[config.mk]
export PLATFORM = sky130hd
export DESIGN_NAME = or_event_monitor
export DESIGN_NICKNAME = d
export VERILOG_FILES = /design/src/rtl/or_event_monitor.sv
export SDC_FILE = /design/constraint.sdc
export NUM_CORES = 1
export LEC_CHECK = 0
export ABC_CLOCK_PERIOD_IN_PS = 4100
export BUFFER_PORTS_ARGS = -buffer_cell sky130_fd_sc_hd__buf_2
export CORE_UTILIZATION = 42
export CTS_CLUSTER_DIAMETER = 40
export CTS_CLUSTER_SIZE = 25
export DETAILED_ROUTE_END_ITERATION = 6
export PLACE_DENSITY = 0.63
export SYNTH_ARGS = -nofsm -noshare
export SYNTH_HDL_FRONTEND = slang
export SYNTH_SLANG_ARGS = --single-unit
[constraint.sdc]
create_clock -name clk -period 4.1 [get_ports clk]
set_clock_uncertainty 0.2 [all_clocks]
set_input_delay 0.41 -clock clk [delete_from_list [all_inputs] [get_ports clk]]
set_output_delay 0.41 -clock clk [all_outputs]
set_load 0.01 [all_outputs]
[src/rtl/or_event_monitor.sv]
// Activity monitor: registered OR-reduce of a line group, with a pulse stretcher,
// per-line sticky bits, a saturating rising-edge counter and a first-hit index.
module or_event_monitor #(
    parameter int unsigned WIDTH = 3,
    parameter int unsigned CNT_W = 8,
    parameter int unsigned HOLD  = 4,
    localparam int unsigned IDX_W = (WIDTH > 1) ? $clog2(WIDTH) : 1
) (
    input  logic             clk,
    input  logic             rst_n,
    input  logic [WIDTH-1:0] in_vec,
    input  logic             clr,
    output logic             any_o,
    output logic             any_hold_o,
    output logic [WIDTH-1:0] sticky_o,
    output logic [CNT_W-1:0] evt_cnt_o,
    output logic             first_vld_o,
    output logic [IDX_W-1:0] first_idx_o
);

    localparam int unsigned HCNT_W = (HOLD > 1) ? $clog2(HOLD) : 1;

    typedef enum logic [1:0] {
        StIdle,
        StActive,
        StHold
    } state_t;

    state_t              r_state;
    state_t              w_state_d;
    logic [HCNT_W-1:0]   r_hcnt;
    logic [HCNT_W-1:0]   w_hcnt_d;
    logic                r_hold;
    logic                w_hold_d;

    logic                r_any;
    logic [WIDTH-1:0]    r_sticky;
    logic [CNT_W-1:0]    r_cnt;
    logic                r_vld;
    logic [IDX_W-1:0]    r_idx;

    logic                w_or;
    logic                w_rise;
    logic [IDX_W-1:0]    w_low_idx;

    assign w_or   = |in_vec;
    assign w_rise = w_or & ~r_any;

    // Descending scan so the lowest set line wins.
    always_comb begin
        w_low_idx = '0;
        for (int i = int'(WIDTH) - 1; i >= 0; i--) begin
            if (in_vec[i]) begin
                w_low_idx = IDX_W'(i);
            end
        end
    end

    // Stretcher FSM state register.
    always_ff @(posedge clk or negedge rst_n) begin
        if (!rst_n) begin
            r_state <= StIdle;
            r_hcnt  <= '0;
            r_hold  <= 1'b0;
        end else begin
            r_state <= w_state_d;
            r_hcnt  <= w_hcnt_d;
            r_hold  <= w_hold_d;
        end
    end

    // Hold counter runs HOLD-1 down to 0, giving exactly HOLD extra cycles of any_hold_o.
    always_comb begin
        w_state_d = r_state;
        w_hcnt_d  = r_hcnt;
        w_hold_d  = r_hold;
        unique case (r_state)
            StIdle: begin
                if (w_or) begin
                    w_state_d = StActive;
                    w_hold_d  = 1'b1;
                end else begin
                    w_hold_d  = 1'b0;
                end
            end
            StActive: begin
                w_hold_d = 1'b1;
                if (!w_or) begin
                    if (HOLD == 0) begin
                        w_state_d = StIdle;
                        w_hold_d  = 1'b0;
                    end else begin
                        w_state_d = StHold;
                        w_hcnt_d  = HCNT_W'(HOLD - 1);
                    end
                end
            end
            StHold: begin
                w_hold_d = 1'b1;
                if (w_or) begin
                    w_state_d = StActive;
                    w_hcnt_d  = '0;
                end else if (r_hcnt == '0) begin
                    w_state_d = StIdle;
                    w_hold_d  = 1'b0;
                end else begin
                    w_hcnt_d  = r_hcnt - HCNT_W'(1);
                end
            end
            default: begin
                w_state_d = StIdle;
                w_hcnt_d  = '0;
                w_hold_d  = 1'b0;
            end
        endcase
    end

    always_ff @(posedge clk or negedge rst_n) begin
        if (!rst_n) begin
            r_any <= 1'b0;
        end else begin
            r_any <= w_or;
        end
    end

    // Clear restarts capture but still records whatever happens in the clear cycle.
    always_ff @(posedge clk or negedge rst_n) begin
        if (!rst_n) begin
            r_sticky <= '0;
            r_cnt    <= '0;
            r_vld    <= 1'b0;
            r_idx    <= '0;
        end else if (clr) begin
            r_sticky <= in_vec;
            r_cnt    <= w_rise ? CNT_W'(1) : '0;
            r_vld    <= w_rise;
            r_idx    <= w_rise ? w_low_idx : '0;
        end else begin
            r_sticky <= r_sticky | in_vec;
            if (w_rise && (r_cnt != '1)) begin
                r_cnt <= r_cnt + CNT_W'(1);
            end
            if (w_rise && !r_vld) begin
                r_vld <= 1'b1;
                r_idx <= w_low_idx;
            end
        end
    end

    assign any_o       = r_any;
    assign any_hold_o  = r_hold;
    assign sticky_o    = r_sticky;
    assign evt_cnt_o   = r_cnt;
    assign first_vld_o = r_vld;
    assign first_idx_o = r_idx;

endmodule

* After elaboration in Yosys (flattened, before gate mapping) *
Cells that the tools add are included.

word-level totals
  ROM bits = 0
  memories = 0
  output and inout port bits = 16
  latch bits = 0
  memory bits (writable) = 0
  bits in registers = 20

operators by class
  eq/ne operators = 7
  $add $sub $neg = 2
  reductions and logical operators = 10
  multipliers = 0
  mux-type cells = 25
  order comparisons = 0
  shift-type cells = 0
  div/mod/pow operators = 0
  bitwise logic cells = 4

operators with widths
  cell                 count
  $mux 2               13
  $mux 8               2
  $pmux 2 s3           2
  $add 8x1->8 const B  1
  $ne 8x8->1 const B   1
  $mux 1               6
  $ne 3x3->1 const B   2
  $reduce_and 3->1     2
  $logic_not 2->1      2
  $ne 2x2->1 const B   2
  $reduce_bool 2->1    2
  $mux 3               1
  $or 3x3->3           1
  $pmux 1 s3           1
  $reduce_or 3->1      1
  $eq 2x1->1 const B   1
  $eq 2x2->1 const B   1
  $logic_and 1x1->1    2
  $not 1->1            2
  $sub 2x1->2 const B  1
  $and 1x1->1          1
  $logic_not 1->1      1

* Depth between registers and ports, before layout *
Gate-level depths: netlist of run 1.

  word-level depth = 5
  depth in mapped cells = 6
  mapped depth without buffers = 6

* Worst setup path before layout of run 1 *
OpenSTA, ideal clock, no wires.

  path type = flip-flop to flip-flop
  start point = register r_state[0]
  end point = register r_state[0]
  setup time = 0.125 ns
  stages on the path, launching flop included = 7
  clock period less this slack = 1.861 ns
  setup slack = 2.239 ns
  arrival = 1.536 ns
  path through = dfrtp_1 > inv_1 > ha_1 > nor2b_1 > o21ai_0 > a21boi_0 > mux2_2

on the way
  cells in the longest elaborated chain, start to end = 3

RTL lines
  item                                                RTL line  RTL
  start, declared                                     29        state_t r_state;
  start signal, assigned                              62        r_state <= StIdle;
  start signal, assigned                              66        r_state <= w_state_d;
  $eq 2x2->1, or another cell as far along            77        unique case (r_state)
  $ne 3x3->1 (no line) or $ne 2x2->1 (tied branches)  -
  $reduce_and 3->1 (no line)                          -

Several ways; a longest one is shown, not always the timed one.
A chain may end at the register's enable or synchronous reset.

* Worst setup path in the final report of run 1 *
Same ends and word-level chain as after synthesis.

==> key figures, run 1 <==
Synthesis
  • Distinct cells, synth: 33
  • Synth Instances: 101
  • Syn_area_per_cell: 10.89 um2
  • Top FF cell, synth: dfrtp_1
  • Seq/Total Area, Yosys: 0.4551
  • Syn Std Cell Area: 0.001100 mm2
  • Post-synthesis register bit count: 20
  • Synth Warn #: 0
  • Syn Nets: 114
  • Post-synth EDFFs: 0
  • Ys async rst share: 1.000

Worst setup path
  • CP bufs+invs: 1
  • R2R Path End: r_state[0]
  • Family with the most delay on the worst path: compound AO/OA/AOI/OAI gates
  • Critical-path top delay cell: dfrtp_1
  • CP endpoint kind: flop
  • CP Data Required Time: 4.09 ns
  • WP depth: 6
  • Cell Chain, Critical Path: inv_1 -> ha_1 -> nor2b_1 -> o21ai_0 -> a21boi_0 -> mux2_2
  • Slowest stage delay, CP: 0.43 ns
  • R2R cell count: 6
  • Worst r2r src: r_state[0]
  • CP Max Fanout: 6
  • Flop-to-flop setup slack: 2.07 ns
  • CP Launch Point: r_state[0]
  • Setup crit end: r_state[0]
  • Startpoint Class: flop
  • CP Class: reg2reg
  • CP Data Arrival Time: 2.02 ns

Route
  • DRT antenna net count: 0
  • Via Count: 817
  • Pre-antenna DRT Iters: 4
  • Drc violations: 0
  • Vias per inst: 5.271
  • Final wirelength: 1.971 mm
  • DRT iter0 DRCs: 12
  • Drt wl/cell: 12.72 um

Power
  • Total power: 0.5363 mW
  • PwrDens: 424.4 mW/mm2
  • Worst vdd ir: 0.2124 mV
  • Lkg Pwr: 0.6543 nW

STA
  • TNS Setup: 0 ns
  • Final setup vio count: 0
  • F_max: 493.2 MHz
  • Min Tclk post-route: 2.027 ns
  • Slew Viols, Final: 0
  • Slew headroom: 0.6977
  • Unrepaired setup endpoints after global routing: false
  • Final period util: 0.4945
  • Slew @ Worst Pin: 0.4535 ns
  • Final hold viol count: 0

GRT
  • Number of global-route vias before repair: 801
  • Largest net degree at the start of global routing: 21
  • Initial antenna violation count: 0
  • Grt ovf: 0
  • Global-route wire length before repair: 3.394 mm
  • All-Layer GR Usage: 0.1643

Die
  • Die height: 53.17 um
  • Total Die Area: 0.002827 mm2
  • Site Rows: 18
  • Core area: 0.002477 mm2
  • Initial core utilization: 0.4439
  • Die width: 53.17 um
  • Top Ports: 22

Worst hold path
  • Hold depth: 2
  • Hold Crit Class: in2reg

Final layout
  • Final instance area: 0.001264 mm2
  • Area Overhead vs Synth: 14.90%
  • Share of post-route cells with drive strength above 1: 0.3120
  • Post-layout util: 0.5101
  • ANT cells: 0
  • Nets: 139

Placed design
  • GP Congestion: 0.8185
  • Placed instance area: 0.001217 mm2
  • Number of port buffers: 21
  • Estimated wirelength of the detail-placed design: 1.484 mm

CTS
  • Clock Latency Late Sink: 0.30 ns
  • Post-cts resize count: 0
  • Sink Count: 20
  • CTS Root Cell: clkbuf_4
  • H-Tree Depth: 1
  • Clk pin slew, worst setup/hold paths: 0.11 ns
  • CTS tree: yes
  • Max Root-Sink Buffers: 2
  • Cts bufs inserted: 3

Run status
  • Status: complete, no violations

Run
  • Max Cap Violations: 0
## registers in the layout (all words and copies together), names as in the netlist
signal	cells
evt_cnt_o	8
sticky_o	3
first_idx_o	2
r_hcnt	2
r_state	2
any_hold_o	1
any_o	1
first_vld_o	1
## power by group
group	internal (mW)	leakage, nW	switching, mW	total, mW
Combinational	0.0863	0.377	0.0936	0.180
Sequential	0.224	0.256	0.0173	0.241
Clock	0.0541	0.0210	0.0614	0.116
## per-layer routing
layer / part of all wire / track usage / routed length [um] / vias up
li1: - / - / - / 411
met3: 0.044 / 0.02586 / 87 / 0
met4: 0 / 0.05263 / 0 / 0
met1: 0.49 / 0.2172 / 957 / 389
met5: 0 / 0 / 0 / -
met2: 0.47 / 0.2722 / 927 / 17
## cell usage in the layout, fill, tap and decap left out, types with 2 or more instances in the layout
cell type | synthesis | routed
o21ai_0 | 8 | 8
nand3_1 | 4 | 4
a21oi_1 | 9 | 9
mux2i_1 | 4 | 4
or3_1 | 3 | 3
inv_1 | 9 | 9
clkbuf_4 | 0 | 3
dfrtp_1 | 20 | 20
or4_1 | 2 | 2
and3_2 | 2 | 2
buf_2 | 0 | 21
ha_1 | 7 | 7
o31ai_1 | 2 | 2
nor2_1 | 3 | 3
a21o_2 | 2 | 2
mux2_2 | 3 | 3
a21o_1 | 2 | 2
nand2_1 | 4 | 4
## cells by family (layout without fill, tap and decap cells)
family                   after synthesis  count (layout)  synth area share
flip-flops                            20              20            0.4551
adder cells (fa/ha/maj)                7               7           0.07963
AO/OA/AOI/OAI                         29              29            0.1820
multiplexers                           7               7           0.06712
AND/OR/NAND/NOR                       26              26            0.1547
buffers and inverters                 12              36           0.06143
## what timing repair did
action / 4_1_cts / 5_1_grt
endpoints found under the hold margin: 20 / 0
buffers inserted: 0 / 0
hold buffers: 1 / 0
## cells in the mapped netlist, types with 3 or more instances
cell     instances  area share
o21ai_0          8       0.036
mux2i_1          4       0.036
mux2_2           3       0.031
nand3_1          4       0.018
nand2_1          4       0.014
ha_1             7       0.080
or3_1            3       0.017
nor2_1           3       0.010
a21oi_1          9       0.041
inv_1            9       0.031
dfrtp_1         20        0.46
## worst reg2reg max path, cell delays in order, from the launching register on
cell      delay (ns)
dfrtp_1         0.43
inv_1           0.08
ha_1            0.25
nor2b_1         0.14
o21ai_0         0.14
a21boi_0        0.30
mux2_2          0.37
## worst min path at each step
stage                   start        endpoint  slack [ns]
global route        in_vec[2]     sticky_o[2]        0.14
floorplan               rst_n      any_hold_o       -0.09
CTS                 in_vec[2]     sticky_o[2]        0.14
finish              in_vec[2]     sticky_o[2]        0.15
detailed placement      rst_n  first_idx_o[0]        0.19
global placement        rst_n  first_idx_o[0]        0.18
## metrics by stage
step	hold WS, ns	instances	worst slack (ns)
finish	0.1511	155	2.073
global route	0.1442	155	1.891
CTS	0.1381	155	2.068
detailed placement	0.1892	150	2.084
global placement	0.1836	150	2.134
floorplan	-0.08559	101	2.239
## area by class of cell
type                            count  area (um2)
Fill cell                         248        1214
Multi-Input combinational cell     69       531.8
Sequential cell                    20       500.5
Timing Repair Buffer               22       115.1
Inverter                           10       42.54
Tap cell                           30       37.54
Clock buffer                        4       36.28
Note: power is estimated with default switching activity, not from simulation.
==> inputs of run 2 (changes only) <==
--- a/config.mk
+++ b/config.mk
@@ -5,13 +5,14 @@
 export SDC_FILE = /design/constraint.sdc
 export NUM_CORES = 1
 export LEC_CHECK = 0
-export ABC_CLOCK_PERIOD_IN_PS = 4100
+export ABC_AREA = 1
+export ABC_CLOCK_PERIOD_IN_PS = 1700
 export BUFFER_PORTS_ARGS = -buffer_cell sky130_fd_sc_hd__buf_2
 export CORE_UTILIZATION = 42
 export CTS_CLUSTER_DIAMETER = 40
 export CTS_CLUSTER_SIZE = 25
 export DETAILED_ROUTE_END_ITERATION = 6
-export PLACE_DENSITY = 0.63
+export PLACE_DENSITY = 0.64
 export SYNTH_ARGS = -nofsm -noshare
 export SYNTH_HDL_FRONTEND = slang
 export SYNTH_SLANG_ARGS = --single-unit
==> constraint.sdc (replaced) <==
create_clock -name clk -period 1.7 [get_ports clk]
set_clock_uncertainty 0.2 [all_clocks]
set_input_delay 0.17 -clock clk [delete_from_list [all_inputs] [get_ports clk]]
set_output_delay 0.17 -clock clk [all_outputs]
set_load 0.01 [all_outputs]
==> run 2 against run 1 <==
- worst hold slack got worse by 0.079 ns
- sequential power rose by 150%
- flip-flop and latch count did not move
- highest routed layer is now met4
- non-clock buffer count rose by 5
- worst setup slack got worse by 2.0 ns
- design area rose by 10%
- synthesized area rose by 9.1%
- via count rose by 25%
- utilization rose by 0.065 points
- clock power rose by 89%
- first-iteration DRC count rose by 120%
- critical path depth rose by 2
==> key figures, run 2 <==
Synthesis
  • Ys async rst share: 1.000 (unchanged)
  • Syn_area_per_cell: 8.163 um2 (-25%)
  • Cell with the most instances after synthesis: nand2_1
  • Synth Instances: 147 (+46%)
  • Most instantiated cells after synthesis: nand2_1, inv_1, dfrtp_1
  • Post-synth top area share: 0.4171 (-0.03796)
  • Cell taking the most area after synthesis: dfrtp_1
  • Seq/Total Area, Yosys: 0.4171 (-0.03796)
  • Syn Nets: 160 (+40%)
  • Post-synth EDFFs: 0 (unchanged)
  • Synth Warn #: 0 (unchanged)
  • Synth top area cells: dfrtp_1, nand2_1, ha_1
  • Post-synthesis register bit count: 20 (unchanged)
  • Syn Std Cell Area: 0.001200 mm2 (+9.1%)
  • Top FF cell, synth: dfrtp_1
  • Distinct cells, synth: 20 (-39%)

Final layout
  • Fill cells: 264 (+6.5%)
  • Share of post-route cells with drive strength above 1: 0.2629 (-0.04914)
  • Max reg flops: 8 (unchanged)
  • Area Overhead vs Synth: 16.37%
  • Most common cell after layout, fill and taps aside: nand2_1
  • ANT cells: 0 (unchanged)
  • Most frequent cells in the layout: nand2_1, inv_1, buf_2
  • Nets: 190 (+37%)

STA
  • Final period util: 0.9480
  • Unrepaired setup endpoints after global routing: false
  • Slew Viols, Final: 0 (unchanged)
  • F_max: 620.5 MHz
  • Final setup vio count: 0 (unchanged)
  • Final hold viol count: 0 (unchanged)
  • Slew headroom: 0.7051 (+0.007389)
  • Min Hold Slack: 0.07165 ns (-0.07948 ns)
  • TNS Setup: 0 ns (unchanged)
  • Min Tclk post-route: 1.612 ns
  • Slew @ Worst Pin: 0.4424 ns (-0.01108 ns)

Power
  • Clock share of power: 0.170 (-0.045)
  • Sequential share of power: 0.459 (+0.010)
  • Comb pwr share: 0.371 (+0.036)
  • Lkg Pwr: 0.7163 nW (+9.5%)
  • Cell Int Power: 0.8026 mW (+120%)
  • PwrDens: 920.5 mW/mm2 (+120%)
  • Sw frac: 0.3756 (+0.05419)
  • Worst vdd ir: 0.8284 mV (+290%)
  • Psw: 0.4827 mW (+180%)

Worst setup path
  • Family with the most delay on the worst path: buffers and inverters
  • CP Data Arrival Time: 1.59 ns (-0.43 ns)
  • CP Class: in2reg
  • Cell Chain, Critical Path: dlygate4sd3_1 -> buf_2 -> nor2_4 -> nand2_4 -> nand2_4 -> nand2_4 -> nand2_4 -> o21ai_0
  • CP Max Fanout: 15 (+9)
  • CP bufs+invs: 2 (+1)
  • Critical-path top delay cell: dlygate4sd3_1
  • Startpoint Class: input port
  • Top cell by count, worst path: nand2_4
  • CP Data Required Time: 1.68 ns (-2.41 ns)
  • CP endpoint kind: flop
  • Slowest stage delay, CP: 0.55 ns (+0.12 ns)

CTS
  • Cts bufs inserted: 3 (unchanged)
  • H-Tree Depth: 1 (unchanged)
  • Max Root-Sink Buffers: 2 (unchanged)
  • Sink Count: 20 (unchanged)
  • Clk pin slew, worst setup/hold paths: 0.10 ns (about the same)
  • Clock Latency Late Sink: 0.29 ns (about the same)
  • CTS Root Cell: clkbuf_4
  • CTS tree: yes

Placed design
  • GP Congestion: 0.7730 (-5.6%)
  • Estimated wirelength of the detail-placed design: 1.726 mm (+16%)
  • Number of port buffers: 21 (unchanged)

Route
  • Vias per inst: 4.942 (-6.2%)
  • Drc violations: 0 (unchanged)
  • DRT iter0 DRCs: 26 (+14)
  • Drt wl/cell: 11.44 um (-10%)
  • Pre-antenna DRT Iters: 4 (unchanged)
  • DRT antenna net count: 0 (unchanged)
  • Final wirelength: 2.357 mm (+20%)
  • Via Count: 1,018 (+25%)

GRT
  • Initial antenna violation count: 0 (unchanged)
  • All-Layer GR Usage: 0.1644 (about the same)
  • Number of global-route vias before repair: 991 (+24%)
  • Global-route wire length before repair: 4.015 mm (+18%)
  • Grt ovf: 0 (unchanged)
  • Largest net degree at the start of global routing: 21 (unchanged)

Die
  • Site Rows: 19 (+1)
  • Initial core utilization: 0.4389 (-0.005038)
  • Total Die Area: 0.003075 mm2 (+8.8%)
  • Die height: 55.45 um (+4.3%)
  • Core area: 0.002734 mm2 (+10%)
  • Top Ports: 22 (unchanged)
  • Die width: 55.45 um (+4.3%)

Run status
  • Status: complete, no violations

Run
  • Max Cap Violations: 0 (unchanged)

Worst hold path
  • Hold Crit Class: in2reg
-- run 2: changes by cell type after synthesis, sizes merged, moves of 4 or more --
cell and change:
a21oi -5, inv +13, mux2i -4, nand2 +45, nand3 +6, nor2 +4
o21ai +10
-- run 2: tightest hold or removal path: stages --
cell	delay [ns]
buf_2	0.11
inv_1	0.13
nand2_1	0.09
nand2_1	0.04
-- run 2: area by class of cell --
cell class / count / area, um2 / share of cell area
Tap cell: 31 / 38.79 / 0.02778
Clock buffer: 3 / 22.52 / 0.01613
Inverter: 23 / 86.33 / 0.06183
Timing Repair Buffer: 27 / 160.2 / 0.1147
Multi-Input combinational cell: 102 / 588.1 / 0.4211
Sequential cell: 20 / 500.5 / 0.3584
-- run 2: logic make-up after synthesis --
kind of cell,synth area share
AOI/OAI and AO/OA,0.1293
adders and majority gates,0.07299
buffers and inverters,0.09802
DFF,0.4171
and+or+nand+nor,0.2826
-- run 2: layer usage --
| metal | wire length, um | vias to the layer above | GRT usage |
|---|---|---|---|
| met2 | 1229 | 13 | 0.2943 |
| met5 | 0 | - | 0 |
| met1 | 1048 | 484 | 0.1946 |
| li1 | - | 519 | - |
| met4 | 12 | 0 | 0.03214 |
| met3 | 67 | 2 | 0.04918 |
-- run 2: through the flow --
| stage | instance area (um2) | std cells | setup slack, ns | utilization | total power [mW] |
|---|---|---|---|---|---|
| 2_1_floorplan | 1200 | 147 | 0.1303 | - | 0.9226 |
| 3_3_place_gp | 1328 | 199 | 0.1166 | 0.4856 | 1.025 |
| 3_5_place_dp | 1328 | 199 | 0.01125 | 0.4856 | 1.048 |
| 4_1_cts | 1390 | 206 | 0.1062 | 0.5085 | 1.287 |
| 5_1_grt | 1396 | 206 | 0.003991 | 0.5108 | 1.395 |
| 6_report | 1396 | 206 | 0.08845 | 0.5108 | 1.285 |
-- run 2: power groups by stage --
stage / sequential [mW] / clock [mW] / combinational, mW
floorplan: 0.606 / 0 / 0.317
global placement: 0.594 / 0 / 0.431
detailed placement: 0.600 / 0 / 0.448
CTS: 0.590 / 0.237 / 0.460
global route: 0.597 / 0.248 / 0.551
finish: 0.591 / 0.219 / 0.476
-- run 2: final timing paths --
kind | start | endpoint | slack (ns) | cells after the start
max | in_vec[1] | evt_cnt_o[7] | 0.09 | 8
min | clr | sticky_o[0] | 0.07 | 4
max reg2reg | evt_cnt_o[1] | evt_cnt_o[7] | 0.13 | 6
min reg2reg | sticky_o[0] | sticky_o[0] | 0.29 | 2
max in group asynchronous | rst_n | evt_cnt_o[4] | 0.86 | 2
min in group asynchronous | rst_n | evt_cnt_o[2] | 0.14 | 2
-- run 2: timing repair --
action	4_1_cts	5_1_grt
hold endpoints to repair	24	0
setup buffers	0	0
resized for setup	1	2
hold buffers	4	0
endpoints found under the setup margin	1	2
==> inputs of run 3 (changes only) <==
--- a/config.mk
+++ b/config.mk
@@ -6,13 +6,14 @@
 export NUM_CORES = 1
 export LEC_CHECK = 0
 export ABC_AREA = 1
-export ABC_CLOCK_PERIOD_IN_PS = 1700
+export ABC_CLOCK_PERIOD_IN_PS = 2000
 export BUFFER_PORTS_ARGS = -buffer_cell sky130_fd_sc_hd__buf_2
 export CORE_UTILIZATION = 42
+export CTS_BUF_LIST = sky130_fd_sc_hd__clkbuf_8
 export CTS_CLUSTER_DIAMETER = 40
 export CTS_CLUSTER_SIZE = 25
 export DETAILED_ROUTE_END_ITERATION = 6
-export PLACE_DENSITY = 0.64
+export PLACE_DENSITY = 0.62
 export SYNTH_ARGS = -nofsm -noshare
 export SYNTH_HDL_FRONTEND = slang
 export SYNTH_SLANG_ARGS = --single-unit
==> constraint.sdc (replaced) <==
create_clock -name clk -period 2 [get_ports clk]
set_clock_uncertainty 0.2 [all_clocks]
set_input_delay 0.2 -clock clk [delete_from_list [all_inputs] [get_ports clk]]
set_output_delay 0.2 -clock clk [all_outputs]
set_load 0.01 [all_outputs]
==> run 3 against run 2 <==
- via count is 3.8% lower
- routed wire length is 4.6% lower
- sequential share of layout area is 0.22 points lower
- sequential power is 15% lower
- register-to-register slack better by 0.21 ns
- die area stayed put
- worst hold slack worse by 0.040 ns
- final cell count is 0.49% lower
- non-clock buffer count is 2 lower
- total power is 7.7% lower
- critical path depth is 2 lower
- flip-flop and latch count stayed put
- critical endpoint is now r_state[0]
- largest cell class unchanged
- highest routed layer unchanged
==> key figures, run 3 (same netlist as run 2, synthesis figures left out) <==
Route
  • Via Count: 979 (-3.8%)
  • DRT iter0 DRCs: 23 (-12%)
  • Vias per inst: 4.776 (-3.4%)
  • Pre-antenna DRT Iters: 4 (unchanged)
  • DRT antenna net count: 0 (unchanged)
  • Drt wl/cell: 10.97 um (-4.2%)
  • Drc violations: 0 (unchanged)
  • Final wirelength: 2.248 mm (-4.6%)

GRT
  • Initial antenna violation count: 0 (unchanged)
  • Grt ovf: 0 (unchanged)
  • Number of global-route vias before repair: 906 (-8.6%)
  • Met2 GRT Util: 0.2651 (-0.02926)
  • Met3 GRT Util: 0.04918 (unchanged)
  • All-Layer GR Usage: 0.1648 (+0.0004161)
  • Top Usage Layer GRT: met2
  • Met1 usage: 0.2018 (+0.007237)
  • Largest net degree at the start of global routing: 21 (unchanged)
  • Global-route wire length before repair: 3.905 mm (-2.7%)

Final layout
  • Post-layout util: 0.5140 (+0.003204)
  • Most frequent cells in the layout: nand2_1, inv_1, buf_2
  • FF/Latch Area: 500.5 um2 (unchanged)
  • Final instance area: 0.001405 mm2 (+0.63%)
  • Max reg flops: 8 (unchanged)
  • Share of post-route cells with drive strength above 1: 0.2529 (-0.009984)
  • ANT cells: 0 (unchanged)
  • Nets: 188 (-1.1%)
  • Final std cells w/o fill: 205 (-0.49%)
  • Fill cells: 261 (-1.1%)
  • Most common cell after layout, fill and taps aside: nand2_1
  • Area Overhead vs Synth: 17.10%
  • Multi-input logic area: 581.8 um2 (-1.1%)

Placed design
  • # placed instances: 198 (-0.50%)
  • Pre-CTS setup slack: 0.3528 ns (+0.3415 ns)
  • Estimated wirelength of the detail-placed design: 1.680 mm (-2.6%)
  • Placed instance area: 0.001320 mm2 (-0.56%)
  • Number of port buffers: 21 (unchanged)
  • GP Congestion: 0.7702 (-0.36%)

STA
  • Min Tclk post-route: 1.666 ns
  • Unrepaired setup endpoints after global routing: false
  • Final hold viol count: 0 (unchanged)
  • Final period util: 0.8329
  • Slew headroom: 0.6939 (-0.01117)
  • Final worst slack: 0.3341 ns (+0.2457 ns)
  • TNS Setup: 0 ns (unchanged)
  • F_max: 600.3 MHz
  • Min Hold Slack: 0.03158 ns (-0.04007 ns)
  • Final setup vio count: 0 (unchanged)
  • Slew Viols, Final: 0 (unchanged)
  • Slew @ Worst Pin: 0.4591 ns (+0.01676 ns)

Die
  • Total Die Area: 0.003075 mm2 (unchanged)
  • Die width: 55.45 um (unchanged)
  • Top Ports: 22 (unchanged)
  • Site Rows: 19 (unchanged)
  • Initial core utilization: 0.4389 (unchanged)
  • Die height: 55.45 um (unchanged)
  • Core area: 0.002734 mm2 (unchanged)

CTS
  • Cts bufs inserted: 3 (unchanged)
  • Post-cts resize count: 0 (-1)
  • CTS Root Cell: clkbuf_8
  • Max Root-Sink Buffers: 2 (unchanged)
  • Clock Latency Late Sink: 0.26 ns (-0.03 ns)
  • Sink Count: 20 (unchanged)
  • CTS tree: yes
  • Postcts setup bufs: 0 (unchanged)
  • H-Tree Depth: 1 (unchanged)
  • Clk pin slew, worst setup/hold paths: 0.07 ns (-0.03 ns)

Worst setup path
  • CP Data Required Time: 1.93 ns (+0.25 ns)
  • CP Class: in2reg
  • CP Max Fanout: 8 (-7)
  • Startpoint Class: input port
  • CP Launch Point: in_vec[0]
  • CP endpoint kind: flop
  • Worst r2r src: r_state[0]
  • CP Data Arrival Time: 1.60 ns (about the same)

Power
  • Total power: 1.186 mW (-7.7%)
  • PwrDens: 844.3 mW/mm2 (-8.3%)
  • Worst vdd ir: 0.5239 mV (-37%)
  • Lkg Pwr: 0.7220 nW (+0.80%)

Worst hold path
  • Hold wc startpoint: in_vec[2]
  • Hold Crit Class: in2reg

Run
  • Max Cap Violations: 0 (unchanged)

Run status
  • Status: complete, no violations
==> run 3: routing by layer <==
layer,part of all wire,vias up
li1,-,521
met5,0,-
met1,0.48,443
met2,0.48,10
met4,0.017,0
met3,0.028,5
==> run 3: critical path, cell delays in order <==
cell           delay, ns
dlygate4sd3_1       0.53
buf_2               0.15
nor2_4              0.15
nand2_4             0.10
o21ai_0             0.33
o21ai_0             0.15
==> run 3: repair_timing <==
action | CTS | global route
setup endpoints to repair | 0 | 0
endpoints found under the hold margin | 22 | 0
hold buffers | 3 | 0
==> run 3: area by class of cell <==
class                   count  area share
multi-input cells         102      0.4141
flip-flops and latches     20      0.3562
repair buffers             25      0.1015
inverters                  23     0.06144
clock buffers               4     0.03918
well taps                  31     0.02760
==> run 3: path summary, 6_finish.rpt <==
check	to	slack (ns)	cells past startpoint
max in group asynchronous	any_hold_o	1.07	2
worst min register to register	sticky_o[2]	0.27	2
worst max register to register	r_state[0]	0.34	5
worst max-delay path	r_state[0]	0.33	6
min in group asynchronous	first_idx_o[1]	0.21	2
worst min-delay path	sticky_o[2]	0.03	3
==> run 3: power breakdown <==
part           switching (mW)  internal (mW)  leakage [nW]  total (mW)
combinational           0.228          0.144         0.438       0.372
sequential             0.0411          0.459         0.256       0.500
clock                   0.139          0.176        0.0288       0.314
